==> src/rtl/nexys_starship_fault_sched.sv <==
// Fault scheduler for the starship repair subsystems: decides when and which
// subsystem breaks, with an LFSR-driven repair combo and a tightening interval.
module nexys_starship_fault_sched #(
    parameter int N_SUB         = 4,
    parameter int GRACE_TICKS   = 8,
    parameter int BASE_INTERVAL = 16,
    parameter int LEVEL_STEP    = 2,
    parameter int MIN_INTERVAL  = 4,
    parameter int LEVEL_TICKS   = 64,
    parameter int MAX_BROKEN    = 2
) (
    input  logic             timer_clk,
    input  logic             Reset,
    input  logic             play_flag,
    input  logic             gameover_ctrl,
    input  logic [N_SUB-1:0] broken,
    output logic [N_SUB-1:0] break_req,
    output logic [3:0]       break_hex,
    output logic [2:0]       level,
    output logic [7:0]       issued_count,
    output logic             q_Idle,
    output logic             q_Grace,
    output logic             q_Armed
);

    typedef enum logic [1:0] {
        ST_IDLE  = 2'd0,
        ST_GRACE = 2'd1,
        ST_ARMED = 2'd2
    } state_t;

    localparam logic [15:0] LFSR_SEED = 16'hACE1;

    function automatic logic [2:0] popcount4(input logic [3:0] v);
        return 3'($countones(v));
    endfunction

    // First non-broken index at or above cand, wrapping; lowest offset wins.
    function automatic logic [1:0] pick_free(input logic [1:0] cand, input logic [3:0] brk);
        logic [1:0] sel;
        logic [1:0] idx;
        sel = cand;
        for (int i = 3; i >= 0; i--) begin
            idx = cand + 2'(i);
            sel = brk[idx] ? sel : idx;
        end
        return sel;
    endfunction

    state_t           state_q, state_d;
    logic [1:0]       play_sync_q, gameover_sync_q;
    logic [3:0]       broken_s1_q, broken_s2_q;
    logic [15:0]      lfsr_q, lfsr_d;
    logic [7:0]       grace_cnt_q, grace_cnt_d;
    logic [7:0]       int_cnt_q, int_cnt_d;
    logic [7:0]       level_cnt_q, level_cnt_d;
    logic [2:0]       level_q, level_d;
    logic [7:0]       issued_q, issued_d;
    logic [N_SUB-1:0] break_req_q, break_req_d;
    logic [3:0]       break_hex_q, break_hex_d;

    logic             play_s, gameover_s;
    logic [3:0]       broken_s;
    logic             eligible_s;
    logic [7:0]       step_prod_s, interval_s;
    logic [1:0]       pick_s;

    assign play_s     = play_sync_q[1];
    assign gameover_s = gameover_sync_q[1];
    assign broken_s   = broken_s2_q;

    // Two-flop synchronizers for the Clk-domain controls
    always_ff @(posedge timer_clk or posedge Reset) begin
        if (Reset) begin
            play_sync_q     <= 2'b00;
            gameover_sync_q <= 2'b00;
            broken_s1_q     <= 4'b0000;
            broken_s2_q     <= 4'b0000;
        end else begin
            play_sync_q     <= {play_sync_q[0], play_flag};
            gameover_sync_q <= {gameover_sync_q[0], gameover_ctrl};
            broken_s1_q     <= broken;
            broken_s2_q     <= broken_s1_q;
        end
    end

    // Eligibility, candidate choice and the level-dependent reload interval
    always_comb begin
        eligible_s  = (popcount4(broken_s) < 3'(MAX_BROKEN)) && (broken_s != 4'b1111);
        step_prod_s = 8'(level_q) * 8'(LEVEL_STEP);
        pick_s      = pick_free(lfsr_q[1:0], broken_s);
        if (step_prod_s >= 8'(BASE_INTERVAL - MIN_INTERVAL)) begin
            interval_s = 8'(MIN_INTERVAL);
        end else begin
            interval_s = 8'(BASE_INTERVAL) - step_prod_s;
        end
    end

    // Next-state and datapath for the scheduler FSM
    always_comb begin
        state_d     = state_q;
        lfsr_d      = {lfsr_q[14:0], lfsr_q[15] ^ lfsr_q[13] ^ lfsr_q[12] ^ lfsr_q[10]};
        grace_cnt_d = grace_cnt_q;
        int_cnt_d   = int_cnt_q;
        level_cnt_d = level_cnt_q;
        level_d     = level_q;
        issued_d    = issued_q;
        break_req_d = {N_SUB{1'b0}};
        break_hex_d = break_hex_q;

        case (state_q)
            ST_IDLE: begin
                grace_cnt_d = 8'd0;
                int_cnt_d   = 8'd0;
                level_cnt_d = 8'd0;
                level_d     = 3'd0;
                issued_d    = 8'd0;
                if (play_s) begin
                    state_d     = ST_GRACE;
                    grace_cnt_d = 8'(GRACE_TICKS);
                end else begin
                    state_d = ST_IDLE;
                end
            end
            ST_GRACE: begin
                if (gameover_s) begin
                    state_d     = ST_IDLE;
                    grace_cnt_d = 8'd0;
                    int_cnt_d   = 8'd0;
                    level_cnt_d = 8'd0;
                    level_d     = 3'd0;
                    issued_d    = 8'd0;
                end else if (grace_cnt_q == 8'd1) begin
                    state_d     = ST_ARMED;
                    grace_cnt_d = 8'd0;
                    int_cnt_d   = 8'(BASE_INTERVAL);
                    level_cnt_d = 8'd0;
                end else begin
                    grace_cnt_d = grace_cnt_q - 8'd1;
                end
            end
            ST_ARMED: begin
                if (gameover_s) begin
                    state_d     = ST_IDLE;
                    grace_cnt_d = 8'd0;
                    int_cnt_d   = 8'd0;
                    level_cnt_d = 8'd0;
                    level_d     = 3'd0;
                    issued_d    = 8'd0;
                end else begin
                    if (level_cnt_q == 8'(LEVEL_TICKS - 1)) begin
                        level_cnt_d = 8'd0;
                        level_d     = (level_q == 3'd7) ? 3'd7 : level_q + 3'd1;
                    end else begin
                        level_cnt_d = level_cnt_q + 8'd1;
                    end
                    // An expired interval parks at 1 until the subsystems allow a break
                    if ((int_cnt_q == 8'd1) && eligible_s) begin
                        break_req_d = {{(N_SUB-1){1'b0}}, 1'b1} << pick_s;
                        break_hex_d = lfsr_q[7:4];
                        issued_d    = (issued_q == 8'hFF) ? 8'hFF : issued_q + 8'd1;
                        int_cnt_d   = interval_s;
                    end else if (int_cnt_q > 8'd1) begin
                        int_cnt_d = int_cnt_q - 8'd1;
                    end else begin
                        int_cnt_d = 8'd1;
                    end
                end
            end
            default: begin
                state_d     = ST_IDLE;
                grace_cnt_d = 8'd0;
                int_cnt_d   = 8'd0;
                level_cnt_d = 8'd0;
                level_d     = 3'd0;
                issued_d    = 8'd0;
            end
        endcase
    end

    // State, LFSR, counters and registered outputs
    always_ff @(posedge timer_clk or posedge Reset) begin
        if (Reset) begin
            state_q     <= ST_IDLE;
            lfsr_q      <= LFSR_SEED;
            grace_cnt_q <= 8'd0;
            int_cnt_q   <= 8'd0;
            level_cnt_q <= 8'd0;
            level_q     <= 3'd0;
            issued_q    <= 8'd0;
            break_req_q <= {N_SUB{1'b0}};
            break_hex_q <= 4'h0;
        end else begin
            state_q     <= state_d;
            lfsr_q      <= lfsr_d;
            grace_cnt_q <= grace_cnt_d;
            int_cnt_q   <= int_cnt_d;
            level_cnt_q <= level_cnt_d;
            level_q     <= level_d;
            issued_q    <= issued_d;
            break_req_q <= break_req_d;
            break_hex_q <= break_hex_d;
        end
    end

    assign break_req    = break_req_q;
    assign break_hex    = break_hex_q;
    assign level        = level_q;
    assign issued_count = issued_q;
    assign q_Idle       = (state_q == ST_IDLE);
    assign q_Grace      = (state_q == ST_GRACE);
    assign q_Armed      = (state_q == ST_ARMED);

endmodule

==> config.mk <==
export PLATFORM = sky130hd
export DESIGN_NAME = nexys_starship_fault_sched
export DESIGN_NICKNAME = d
export VERILOG_FILES = /design/src/rtl/nexys_starship_fault_sched.sv
export SDC_FILE = /design/constraint.sdc
export NUM_CORES = 1
export LEC_CHECK = 0
export ABC_AREA = 0
export BUFFER_PORTS_ARGS = -buffer_cell sky130_fd_sc_hd__clkbuf_2
export CORE_ASPECT_RATIO = 1.1
export CORE_UTILIZATION = 45
export DETAILED_ROUTE_END_ITERATION = 7
export PLACE_DENSITY = 0.63
export SLEW_MARGIN = 20
export SYNTH_ARGS = -nofsm -noshare
export SYNTH_HDL_FRONTEND = slang
export SYNTH_SLANG_ARGS = --single-unit
==> constraint.sdc <==
create_clock -name timer_clk -period 3.1 [get_ports timer_clk]
set_clock_uncertainty 0.1 [all_clocks]
set_input_delay 0.155 -clock timer_clk [delete_from_list [all_inputs] [get_ports timer_clk]]
set_output_delay 0.155 -clock timer_clk [all_outputs]
set_load 0.02 [all_outputs]
* After elaboration in Yosys (flattened, before gate mapping)
Index checks and enable logic that the tools add are counted.
** Word-level totals
- Flip-flop bits (word level) :: 73
- Input port bits :: 8
- Output and inout bits :: 22
- Logic and storage cells :: 103
** Cells by class
- $add $sub $neg :: 12
- $lt $le $gt $ge :: 7
- Eq/ne operators :: 13
- Shift-type cells :: 1
- Muxes and demuxes :: 46
- Bitwise gates (word level) :: 4
- Reductions and logical operators :: 7
** Operator list (number)
- two-way mux 8 bit :: 16
- one-hot mux 8 bit (2 select lines) :: 3
- one-hot mux 8 bit (3 select lines) :: 1
- adder 8 x 1 -> 8 bit (second input constant) :: 2
- equality test 8 x 1 -> 1 bit (second input constant) :: 2
- two-way mux 4 bit :: 4
- subtractor 8 x 1 -> 8 bit (second input constant) :: 2
- two-way mux 2 bit :: 7
- less-than comparator 2 x 3 -> 1 bit (second input constant) :: 4
- two-way mux 3 bit :: 4
- inequality test 3 x 1 -> 1 bit (second input constant) :: 3
- binary-select mux 1 bit (select 2 bit) :: 4
- equality test 8 x 6 -> 1 bit (second input constant) :: 1
- equality test 8 bit (second input constant) :: 1
- greater-than comparator 8 x 1 -> 1 bit (second input constant) :: 1
- one-hot mux 2 bit (3 select lines) :: 1
- one-hot mux 3 bit (2 select lines) :: 1
- AND reduction 2 bit :: 3
- subtractor 5 x 4 -> 6 bit (first input constant) :: 1
- two-way mux 1 bit :: 5
- adder 1 x 1 -> 2 bit :: 2
- adder 2 bit (second input constant) :: 2
- >= comparator 4 bit (second input constant) :: 1
- inequality test 2 x 1 -> 1 bit (second input constant) :: 2
- other kinds (14) :: 17

* Logic depth before layout (Yosys ltp)
Gate-level depths: netlist of the first run.
- Depth in word-level cells :: 11
- Gate-level depth with buffers :: 10
- Gate-level depth less buffers :: 7

* Worst setup path before layout of the first run
OpenSTA, ideal clock, no wires.
- Kind :: register to register
- Start :: reg broken_s2_q[0], in the netlist broken_s[0]
- End :: reg break_hex_q[0], in the netlist break_hex[0]
- Arrival time :: 1.948 ns
- Path slack :: 0.927 ns
- Cell stages (with the launch flop) :: 6
- Buffers on the path :: 0
- Clock period less this slack :: 2.173 ns
- Path through :: dfrtp_1 inv_1 fa_1 o2111ai_2 nor3_2 mux2_2
** On the way
- Longest elaborated chain between the ends :: 6
- Elaborated cells between the ends (all ways) :: 7
** RTL lines
- from (decl) :: line 52 : logic [3:0] broken_s1_q, broken_s2_q;
- from (signal assigned) :: line 83 : broken_s2_q <= broken_s1_q;
- adder 1 x 1 -> 2 bit (not written as such) :: line 35 : return 3'($countones(v));
- adder 2 x 2 -> 3 bit (not written as such) :: line 35
- less-than comparator 3 x 2 -> 1 bit :: line 89 : eligible_s = (popcount4(broken_s) < 3'(MAX_BROKEN)) && (broken_s != 4'b1111);
- logical AND 1 bit (*) :: line 89
- logical AND 1 bit (*) :: line 158 : if ((int_cnt_q == 8'd1) && eligible_s) begin
- AND reduction 3 bit (no line) (*)
- to (signal assigned) :: line 202 : break_hex_q <= break_hex_d;
- to (decl) :: line 60 : logic [3:0] break_hex_q, break_hex_d;
Every way passes the cells marked *; elsewhere a longest branch is shown, timed or not.
A chain may end at the register's enable or synchronous reset.

* Worst setup path in the final report of the first run
Same ends and word-level chain as after synthesis.

==> flow_summary.json, run 1 <==
{
  "tns_ns": 0,
  "synth-edff-count": 0,
  "final.period_utilization": 0.783,
  "cts.sinks": 73,
  "area_growth_pct": 16.3,
  "ys_seq_area_frac": 0.535,
  "start_kind": "flip-flop",
  "ant_nets": 0,
  "overflow": 0,
  "vias": 2600,
  "reg2reg_slack_ns": 0.67,
  "cp_max_fo": 6,
  "yosysWarnings": 0,
  "postLayoutCellArea_um2": 3990,
  "antenna_found_initial": 0,
  "layout.nets": 397,
  "antenna_cells": 0,
  "numCtsBuffers": 9,
  "worstReg2RegStart": "broken_s[0]$_DFF_PP0_",
  "mappedNetlistArea_um2": 3430,
  "clkTransAtPathRegs_ns": 0.08,
  "avgRoutedWirePerCell_um": 14.4,
  "crit_slowest_cell": "fa_1",
  "synth_seq_cells": 73,
  "cts_root_buffer": "clkbuf_8",
  "track_usage": 0.186,
  "hold_path_class": "reg2reg",
  "viasPerCell": 5.57,
  "critical_path_buf_inv_count": 1,
  "boundaryPins": 30,
  "ctsResizeCount": 0,
  "synthFlopType": "dfrtp_1",
  "worstMarginPinSlew_ns": 0.673,
  "hold_viol_final": 0,
  "grt_pass1_vias": 2524,
  "die_w_um": 85.3,
  "p_per_area_nw_per_um2": 636,
  "slew_violations": 0,
  "cp.arrival_ns": 2.55,
  "dpl_cell_area_um2": 3700,
  "cp-end-kind": "flip-flop",
  "reg2regPathDepth": 5,
  "rsz0062_at_grt": "false",
  "cts_hold_buf": 7,
  "grt_pass1_wl_mm": 11.5,
  "synth_cells": 331,
  "syn_avg_cell_area_um2": 10.4,
  "drtIter0Drc": 108,
  "clock_path_buffers": 2,
  "row_count": 33,
  "initial_core_util": 0.462,
  "grt_max_degree": 74,
  "fp.dieH_um": 93.6,
  "hold_end": "lfsr_q[3]$_DFF_PP0_",
  "htree_levels": 3,
  "hpwl_mm": 4.56,
  "r2r-end": "break_hex[0]$_DFFE_PP0P_",
  "synthArstFlopShare": 1.00,
  "setup_violations": 0,
  "nFillCells": 687,
  "ir_drop_uv": 234,
  "max_freq_mhz": 412,
  "routed_wl_mm": 6.74,
  "gp_routability_congestion": 0.891,
  "synth_fp_nets": 353,
  "core_area_um2": 7430,
  "ys_types": 49,
  "post-place-cells": 444,
  "fin_cells": 467,
  "crit_type": "reg2reg",
  "postCtsSetupBuffers": 0,
  "slowest_delay_ns": 0.58,
  "die_area_um2": 7980,
  "layout_commonest_cell": "dfrtp_1",
  "min_period_ns": 2.43,
  "maxCapViolCount": 0,
  "insertion_delay_ns": 0.35,
  "seqCellArea_um2": 1840,
  "dr.pass1.iters": 4,
  "outcome": "complete, no violations",
  "relSlewSlack": 0.552,
  "leakage_nw": 1.82,
  "final_cell_mix": "65 x dfrtp_1, 42 x o21ai_0, 31 x nand2_1, 29 x clkbuf_2",
  "path_delay_family": "adder cells",
  "worstPathCellList": "inv_1 > fa_1 > o2111ai_2 > nor3_2 > mux2_2",
  "drc_errors": 0,
  "cts_tree": "built",
  "portBuffers": 29,
  "drive_gt1_frac": 0.187,
  "hold_depth": 0,
  "multi_input_area_um2": 1490,
  "worstPathRequired_ns": 3.23,
  "min_from": "lfsr_q[2]$_DFF_PP0_"
}
[flip-flops by register name, summed over array words and instances, names as in the netlist]
| register | flops |
|---|---|
| level_cnt_q | 8 |
| grace_cnt_q | 8 |
| broken_s | 4 |
| break_req | 4 |
| issued_count | 8 |
| int_cnt_q | 8 |
| break_hex | 4 |
| broken_s1_q | 4 |
| level | 3 |
| lfsr_q | 16 |
| state_q | 2 |
| gameover_sync_q | 2 |
| play_sync_q | 2 |
[metal layers]
metal / up-vias / wire (µm) / GRT usage
li1: 1295 / - / -
met1: 1244 / 3300 / 0.250
met2: 48 / 3060 / 0.283
met3: 13 / 230 / 0.0432
met4: 0 / 139 / 0.0917
met5: - / 0 / 0
[worst max-delay path by stage]
stage                               start  cells past startpoint  slack (ns)                          end
global placement    broken_s[0]$_DFF_PP0_                      5        0.77     break_hex[0]$_DFFE_PP0P_
finish              broken_s[0]$_DFF_PP0_                      5        0.67     break_hex[0]$_DFFE_PP0P_
CTS                 broken_s[0]$_DFF_PP0_                      5        0.67     break_hex[0]$_DFFE_PP0P_
detailed placement  broken_s[0]$_DFF_PP0_                      5        0.70     break_hex[1]$_DFFE_PP0P_
floorplan           broken_s[0]$_DFF_PP0_                      5        0.93     break_hex[0]$_DFFE_PP0P_
global route        broken_s[0]$_DFF_PP0_                      6        0.53  issued_count[6]$_DFFE_PP0P_
[cells in the mapped netlist (all sizes together), types with 3 or more instances]
library cell / instances / area (µm²)
inv: 20 / 75.1
a21oi: 18 / 90.1
xnor2: 3 / 26.3
nand2b: 6 / 37.5
and3: 6 / 37.5
dfrtp: 65 / 1630
nor2: 21 / 83.8
o31ai: 8 / 60.1
a22o: 6 / 52.6
buf: 4 / 20.0
nand3: 15 / 75.1
or3: 3 / 18.8
mux2: 4 / 45.0
o21ai: 43 / 215
nand2: 31 / 116
nor2b: 3 / 18.8
nor3: 11 / 76.3
dfstp: 8 / 210
ha: 13 / 163
o41ai: 4 / 35.0
a31oi: 6 / 37.5
or4: 3 / 22.5
clkbuf: 4 / 15.0
[where the power goes]
group | total, W | internal (W) | switching [W] | leakage [nW]
logic | 0.000633 | 0.000226 | 0.000408 | 0.760
registers | 0.00108 | 0.00101 | 0.0000707 | 0.957
clock network | 0.000822 | 0.000457 | 0.000365 | 0.103
total | 0.00254 | 0.00170 | 0.000843 | 1.82
[cell families after synthesis]
logic type / Yosys count / share of synthesized area
muxes: 5 / 0.0160
xor gates and xnor gates: 4 / 0.0102
adders and majority gates: 14 / 0.0532
AOI/OAI and AO/OA: 101 / 0.193
buffers and inverters: 28 / 0.0321
and+or+nand+nor: 106 / 0.160
DFF: 73 / 0.535
[metrics by stage]
stage / util / total power [W] / setup slack, ns / hold slack [ns]
2_1_floorplan: - / 0.00157 / 0.927 / 0.0864
3_3_place_gp: 0.498 / 0.00172 / 0.765 / 0.152
3_5_place_dp: 0.498 / 0.00173 / 0.696 / 0.156
4_1_cts: 0.537 / 0.00257 / 0.669 / 0.254
5_1_grt: 0.537 / 0.00269 / 0.530 / 0.263
6_report: 0.537 / 0.00254 / 0.673 / 0.253
[cell type report]
class | instances | area share
Clock buffer | 10 | 0.0320
Clock inverter | 6 | 0.0232
Inverter | 20 | 0.0188
Multi-Input combinational cell | 230 | 0.372
Sequential cell | 73 | 0.460
Tap cell | 87 | 0.0273
Timing Repair Buffer | 41 | 0.0664
Power figures use the tool's default switching activity.
==> run 2, diff against run 1 <==
==> constraint.sdc (replaced) <==
create_clock -name timer_clk -period 2.42 [get_ports timer_clk]
set_clock_uncertainty 0.1 [all_clocks]
set_input_delay 0.121 -clock timer_clk [delete_from_list [all_inputs] [get_ports timer_clk]]
set_output_delay 0.121 -clock timer_clk [all_outputs]
set_load 0.02 [all_outputs]
==> run 2 against run 1 <==
Net effect: setup slack lost 0.54 ns; clock power rose by 41%; hold slack lost 0.048 ns; register-to-register slack worse by 0.54 ns; die area unchanged; sequential power up 29%; critical endpoint is now break_hex[1]$_DFFE_PP0P_.
==> flow_summary.json, run 2 (synthesized netlist as in run 1, its figures left out) <==
{
  "worstMarginPinSlew_ns": 0.618,
  "cts_root_buffer": "clkbuf_8",
  "hpwl_mm": 4.83,
  "setup_violations": 0,
  "clkTransAtPathRegs_ns": 0.08,
  "tns_ns": 0,
  "avgRoutedWirePerCell_um": 14.8,
  "top_register": "lfsr_q",
  "wl_met2_mm": 3.36,
  "track_usage": 0.195,
  "viasPerCell": 5.59,
  "start_kind": "flip-flop",
  "hold_viol_final": 0,
  "gp_routability_congestion": 0.875,
  "die_area_um2": 7980,
  "boundaryPins": 30,
  "internal-power_w": 0.00232,
  "combPwrFrac": 0.248,
  "clock_path_buffers": 2,
  "crit_type": "reg2reg",
  "path_delay_family": "adder cells",
  "cp_max_fo": 6,
  "crit_slowest_cell": "fa_1",
  "core_area_um2": 7430,
  "cp-end-kind": "flip-flop",
  "grt_pass1_wl_mm": 12.1,
  "final.period_utilization": 0.943,
  "drc_errors": 0,
  "power_frac_seq": 0.410,
  "die_w_um": 85.3,
  "top_layer": "met4",
  "worstPathRequired_ns": 2.54,
  "largest_reg_flops": 16,
  "area_growth_pct": 18.6,
  "wl_met1_mm": 3.29,
  "numCtsBuffers": 9,
  "ant_nets": 0,
  "slowest_delay_ns": 0.62,
  "fp.dieH_um": 93.6,
  "final_cell_mix": "65 x dfrtp_1, 42 x o21ai_0, 31 x nand2_1, 29 x clkbuf_2",
  "worstPathCellList": "inv_1 > fa_1 > o2111ai_4 > nor3_2 > buf_4 > mux2_2",
  "outcome": "complete, no violations",
  "portBuffers": 29,
  "insertion_delay_ns": 0.34,
  "drive_gt1_frac": 0.197,
  "cts_tree": "built",
  "preCtsSetupSlack_ns": 0.0637,
  "dr.pass1.iters": 4,
  "initial_core_util": 0.462,
  "hold_path_class": "in2async",
  "p_sw_w": 0.00107,
  "overflow": 0,
  "grt_pass1_vias": 2593,
  "p_per_area_nw_per_um2": 833,
  "vias": 2640,
  "antenna_found_initial": 0,
  "maxCapViolCount": 0,
  "row_count": 33,
  "drtIter0Drc": 133,
  "wl_met3_um": 236,
  "routed_wl_mm": 6.98,
  "max_freq_mhz": 438,
  "min_period_ns": 2.28,
  "relSlewSlack": 0.588,
  "setup_ws_ns": 0.138,
  "cp.arrival_ns": 2.41,
  "layout_commonest_cell": "dfrtp_1",
  "rsz0062_at_grt": "false",
  "ir_drop_uv": 334,
  "antenna_cells": 0,
  "htree_levels": 3,
  "clkPwrFrac": 0.341,
  "cts.sinks": 73,
  "leakage_nw": 1.87,
  "nFillCells": 653,
  "slew_violations": 0,
  "critical_path_buf_inv_count": 2,
  "layout.nets": 402,
  "hold_ws_ns": 0.205,
  "swShare": 0.316,
  "grt_max_degree": 55
}
run 2: cell types whose count changed in the layout (fill, tap and decap cells not counted), sizes merged:
cell and delta:
clkinv +1, bufinv +1, buf +5, clkinvlp -2
inv -1, clkbuf +1
run 2: worst reg2reg max path, cell delays in order, from the launching register on:
cell and delay, ns:
dfrtp_1 0.43, inv_1 0.09, fa_1 0.62, o2111ai_4 0.20
nor3_2 0.22, buf_4 0.18, mux2_2 0.33
run 2: final timing paths:
| path | start | to | slack (ns) | cells past startpoint |
|---|---|---|---|---|
| setup reg to reg | broken_s[0]$_DFF_PP0_ | break_hex[1]$_DFFE_PP0P_ | 0.14 | 6 |
| hold reg to reg | gameover_sync_q[0]$_DFF_PP0_ | gameover_sync_q[1]$_DFF_PP0_ | 0.25 | 0 |
| min in group timer_clk | gameover_sync_q[0]$_DFF_PP0_ | gameover_sync_q[1]$_DFF_PP0_ | 0.25 | 0 |
| max in group asynchronous | Reset | lfsr_q[6]$_DFF_PP1_ | 1.36 | 4 |
| setup / recovery | broken_s[0]$_DFF_PP0_ | break_hex[1]$_DFFE_PP0P_ | 0.14 | 6 |
| hold / removal | Reset | break_hex[2]$_DFFE_PP0P_ | 0.21 | 3 |
run 2: layer usage:
metal / up-vias / global-route usage
met3: 8 / 0.0459
met4: 0 / 0.0903
met1: 1288 / 0.243
met5: - / 0
li1: 1297 / -
met2: 47 / 0.321
run 2: repair_timing:
action / CTS / global route
resized for setup: 0 / 2
setup endpoints to repair: 0 / 9
buffers inserted: 0 / 1
hold buffers: 7 / 0
endpoints found under the hold margin: 25 / 0
run 2: area by class of cell:
class / instances / area, µm² / area share
clock inverter: 5 / 104 / 0.0255
inverter: 20 / 75.1 / 0.0184
timing repair buffer: 46 / 303 / 0.0744
tap: 87 / 109 / 0.0267
clock buffer: 11 / 141 / 0.0347
multi-input combinational: 230 / 1500 / 0.369
sequential: 73 / 1840 / 0.451
run 2: power groups by stage:
stage          clock, W  combinational, W  sequential [W]
2_1_floorplan         0          0.000608         0.00140
3_3_place_gp          0          0.000812         0.00141
3_5_place_dp          0          0.000830         0.00141
4_1_cts         0.00119          0.000840         0.00139
5_1_grt         0.00125          0.000942         0.00140
6_report        0.00116          0.000842         0.00139
run 2: through the flow:
stage	instance area, µm²	power [W]	utilization	instances
2_1_floorplan	3430	0.00201	-	331
3_3_place_gp	3730	0.00222	0.502	448
3_5_place_dp	3730	0.00224	0.502	448
4_1_cts	4050	0.00342	0.545	471
5_1_grt	4070	0.00359	0.548	472
6_report	4070	0.00339	0.548	472
==> run 3, diff against run 2 <==
--- a/config.mk
+++ b/config.mk
@@ -5,7 +5,7 @@
 export SDC_FILE = /design/constraint.sdc
 export NUM_CORES = 1
 export LEC_CHECK = 0
-export ABC_AREA = 0
+export ABC_AREA = 1
 export BUFFER_PORTS_ARGS = -buffer_cell sky130_fd_sc_hd__clkbuf_2
 export CORE_ASPECT_RATIO = 1.1
 export CORE_UTILIZATION = 45
==> run 3 against run 2 <==
Net effect: setup slack improved by 0.12 ns; highest routed layer unchanged; synthesized area up 5.8%; critical path depth up 4; first-iteration DRC count fell by 7.5%; non-clock buffer count decreased by 6.
==> flow_summary.json, run 3 <==
{
  "ys_top_cells_by_area": "dfrtp_1 45%, nand2_1 9.8%, dfstp_2 5.8%",
  "p_per_area_nw_per_um2": 859,
  "synthArstFlopShare": 1.00,
  "layout.nets": 481,
  "outcome": "complete, no violations",
  "cp.arrival_ns": 2.36,
  "hold_viol_final": 0,
  "synthFlopType": "dfrtp_1",
  "cp_max_fo": 11,
  "swShare": 0.379,
  "synth_area_leader_cell": "dfrtp_1",
  "boundaryPins": 30,
  "ys_seq_area_frac": 0.506,
  "fin_cells": 572,
  "synth-edff-count": 0,
  "relSlewSlack": 0.716,
  "mappedNetlistArea_um2": 3630,
  "clkTransAtPathRegs_ns": 0.08,
  "avgRoutedWirePerCell_um": 11.7,
  "leakage_nw": 2.05,
  "power_frac_seq": 0.398,
  "cts.sinks": 73,
  "htree_levels": 3,
  "synth.top_cell.area_share": 0.448,
  "ir_drop_uv": 694,
  "hpwl_mm": 4.87,
  "die_w_um": 87.7,
  "die_area_um2": 8440,
  "row_count": 34,
  "ant_nets": 0,
  "synth_cells": 413,
  "max_freq_mhz": 463,
  "slew_violations": 0,
  "viasPerCell": 4.82,
  "ys_top_cells_by_count": "95 x nand2_1, 65 x dfrtp_1, 50 x inv_1",
  "worstPathRequired_ns": 2.62,
  "numCtsBuffers": 9,
  "min_period_ns": 2.16,
  "area_growth_pct": 15.0,
  "synth.most_common_cell": "nand2_1",
  "worstMarginPinSlew_ns": 0.425,
  "core_area_um2": 7870,
  "post-route-util": 0.531,
  "vias": 2755,
  "ys_types": 36,
  "dr.pass1.iters": 4,
  "cts_root_buffer": "clkbuf_8",
  "grt_pass1_wl_mm": 11.6,
  "top_register": "lfsr_q",
  "layout_commonest_cell": "nand2_1",
  "synth_seq_cells": 73,
  "fp.dieH_um": 96.2,
  "clkPwrFrac": 0.272,
  "reg2reg_slack_ns": 0.26,
  "setup_violations": 0,
  "tns_ns": 0,
  "track_usage": 0.183,
  "cp-end-kind": "flip-flop",
  "final_cell_mix": "95 x nand2_1, 65 x dfrtp_1, 49 x inv_1, 35 x nor2_1, 29 x clkbuf_2",
  "gp_routability_congestion": 0.859,
  "crit_type": "reg2reg",
  "grt_pass1_vias": 2680,
  "overflow": 0,
  "grt_max_degree": 56,
  "routed_wl_mm": 6.71,
  "combPwrFrac": 0.329,
  "clock_path_buffers": 2,
  "yosysWarnings": 0,
  "final.period_utilization": 0.893,
  "drtIter0Drc": 123,
  "start_kind": "flip-flop",
  "nFillCells": 758,
  "p_sw_w": 0.00136,
  "cts_tree": "built",
  "insertion_delay_ns": 0.35,
  "portBuffers": 29,
  "synth_fp_nets": 435,
  "internal-power_w": 0.00223,
  "initial_core_util": 0.462,
  "antenna_found_initial": 0,
  "drive_gt1_frac": 0.207,
  "maxCapViolCount": 0,
  "largest_reg_flops": 16,
  "antenna_cells": 0,
  "drc_errors": 0,
  "post-place-cells": 549,
  "rsz0062_at_grt": "false",
  "syn_avg_cell_area_um2": 8.79,
  "finalPower_w": 0.00359,
  "hold_path_class": "in2async"
}
[run 3: cell types whose count changed in the layout (fill, tap and decap cells not counted), sizes merged, moves of 7 or more]
cell   delta
inv      +37
nor2     +24
o31ai     -7
nand2    +72
o21ai     -7
nand3    +14
[run 3: cell families (layout without fill, tap and decap cells)]
kind of cell	Yosys count	count (layout)	share of synthesized area
and+or+nand+nor	195	195	0.252
DFF	73	73	0.506
buffers and inverters	61	112	0.0720
AOI/OAI and AO/OA	58	58	0.0913
adders and majority gates	14	14	0.0503
xor gates and xnor gates	12	12	0.0289
[run 3: power groups by stage]
stage               Clock (W)  Combinational, W  Sequential (W)
floorplan                   0          0.000928         0.00145
finish               0.000977           0.00118         0.00143
detailed placement          0           0.00117         0.00145
global placement            0           0.00116         0.00145
CTS                   0.00101           0.00119         0.00143
global route          0.00106           0.00135         0.00145
[run 3: stage by stage]
stage	hold slack (ns)	area [µm²]	setup slack [ns]
2_1_floorplan	0.0524	3630	0.359
3_3_place_gp	0.0272	3900	0.310
3_5_place_dp	0.0300	3900	0.251
4_1_cts	0.194	4180	0.224
5_1_grt	0.232	4180	0.117
6_report	0.189	4180	0.260
[run 3: layer usage]
layer	wire length, µm	track usage
met3	229	0.0566
met2	3290	0.318
met4	130	0.0738
met1	3060	0.208
met5	0	0
[run 3: final timing paths]
| kind | start | end | depth (start not counted) |
|---|---|---|---|
| min in group timer_clk | broken_s1_q[2]$_DFF_PP0_ | broken_s[2]$_DFF_PP0_ | 0 |
| setup / recovery | broken_s[0]$_DFF_PP0_ | int_cnt_q[4]$_DFFE_PP0P_ | 10 |
| hold reg to reg | broken_s1_q[2]$_DFF_PP0_ | broken_s[2]$_DFF_PP0_ | 0 |
| setup reg to reg | broken_s[0]$_DFF_PP0_ | int_cnt_q[4]$_DFFE_PP0P_ | 10 |
| max in group asynchronous | Reset | lfsr_q[6]$_DFF_PP1_ | 4 |
| hold / removal | Reset | break_req[1]$_DFF_PP0_ | 3 |
[run 3: critical path: stages (launching register included)]
cell     delay, ns
dfrtp_1       0.39
inv_1         0.09
fa_1          0.54
o21ai_0       0.09
nor2_1        0.19
nand2_4       0.11
nor2_4        0.33
nand2_1       0.09
nand2_1       0.07
o21ai_1       0.06
nand2_1       0.05
[run 3: final cells by class]
class                   count  area [µm²]  area share
clock buffers               9         124      0.0296
clock inverters             7        80.1      0.0192
well taps                 108         135      0.0323
multi-input cells         279        1530       0.367
inverters                  56         210      0.0503
flip-flops and latches     73        1840       0.440
repair buffers             40         258      0.0617
[run 3: what timing repair did]
| action | in CTS | in global routing |
|---|---|---|
| buffers inserted | 0 | 0 |
| hold buffers | 7 | 0 |
| hold endpoints to repair | 24 | 0 |
| resized for setup | 0 | 0 |
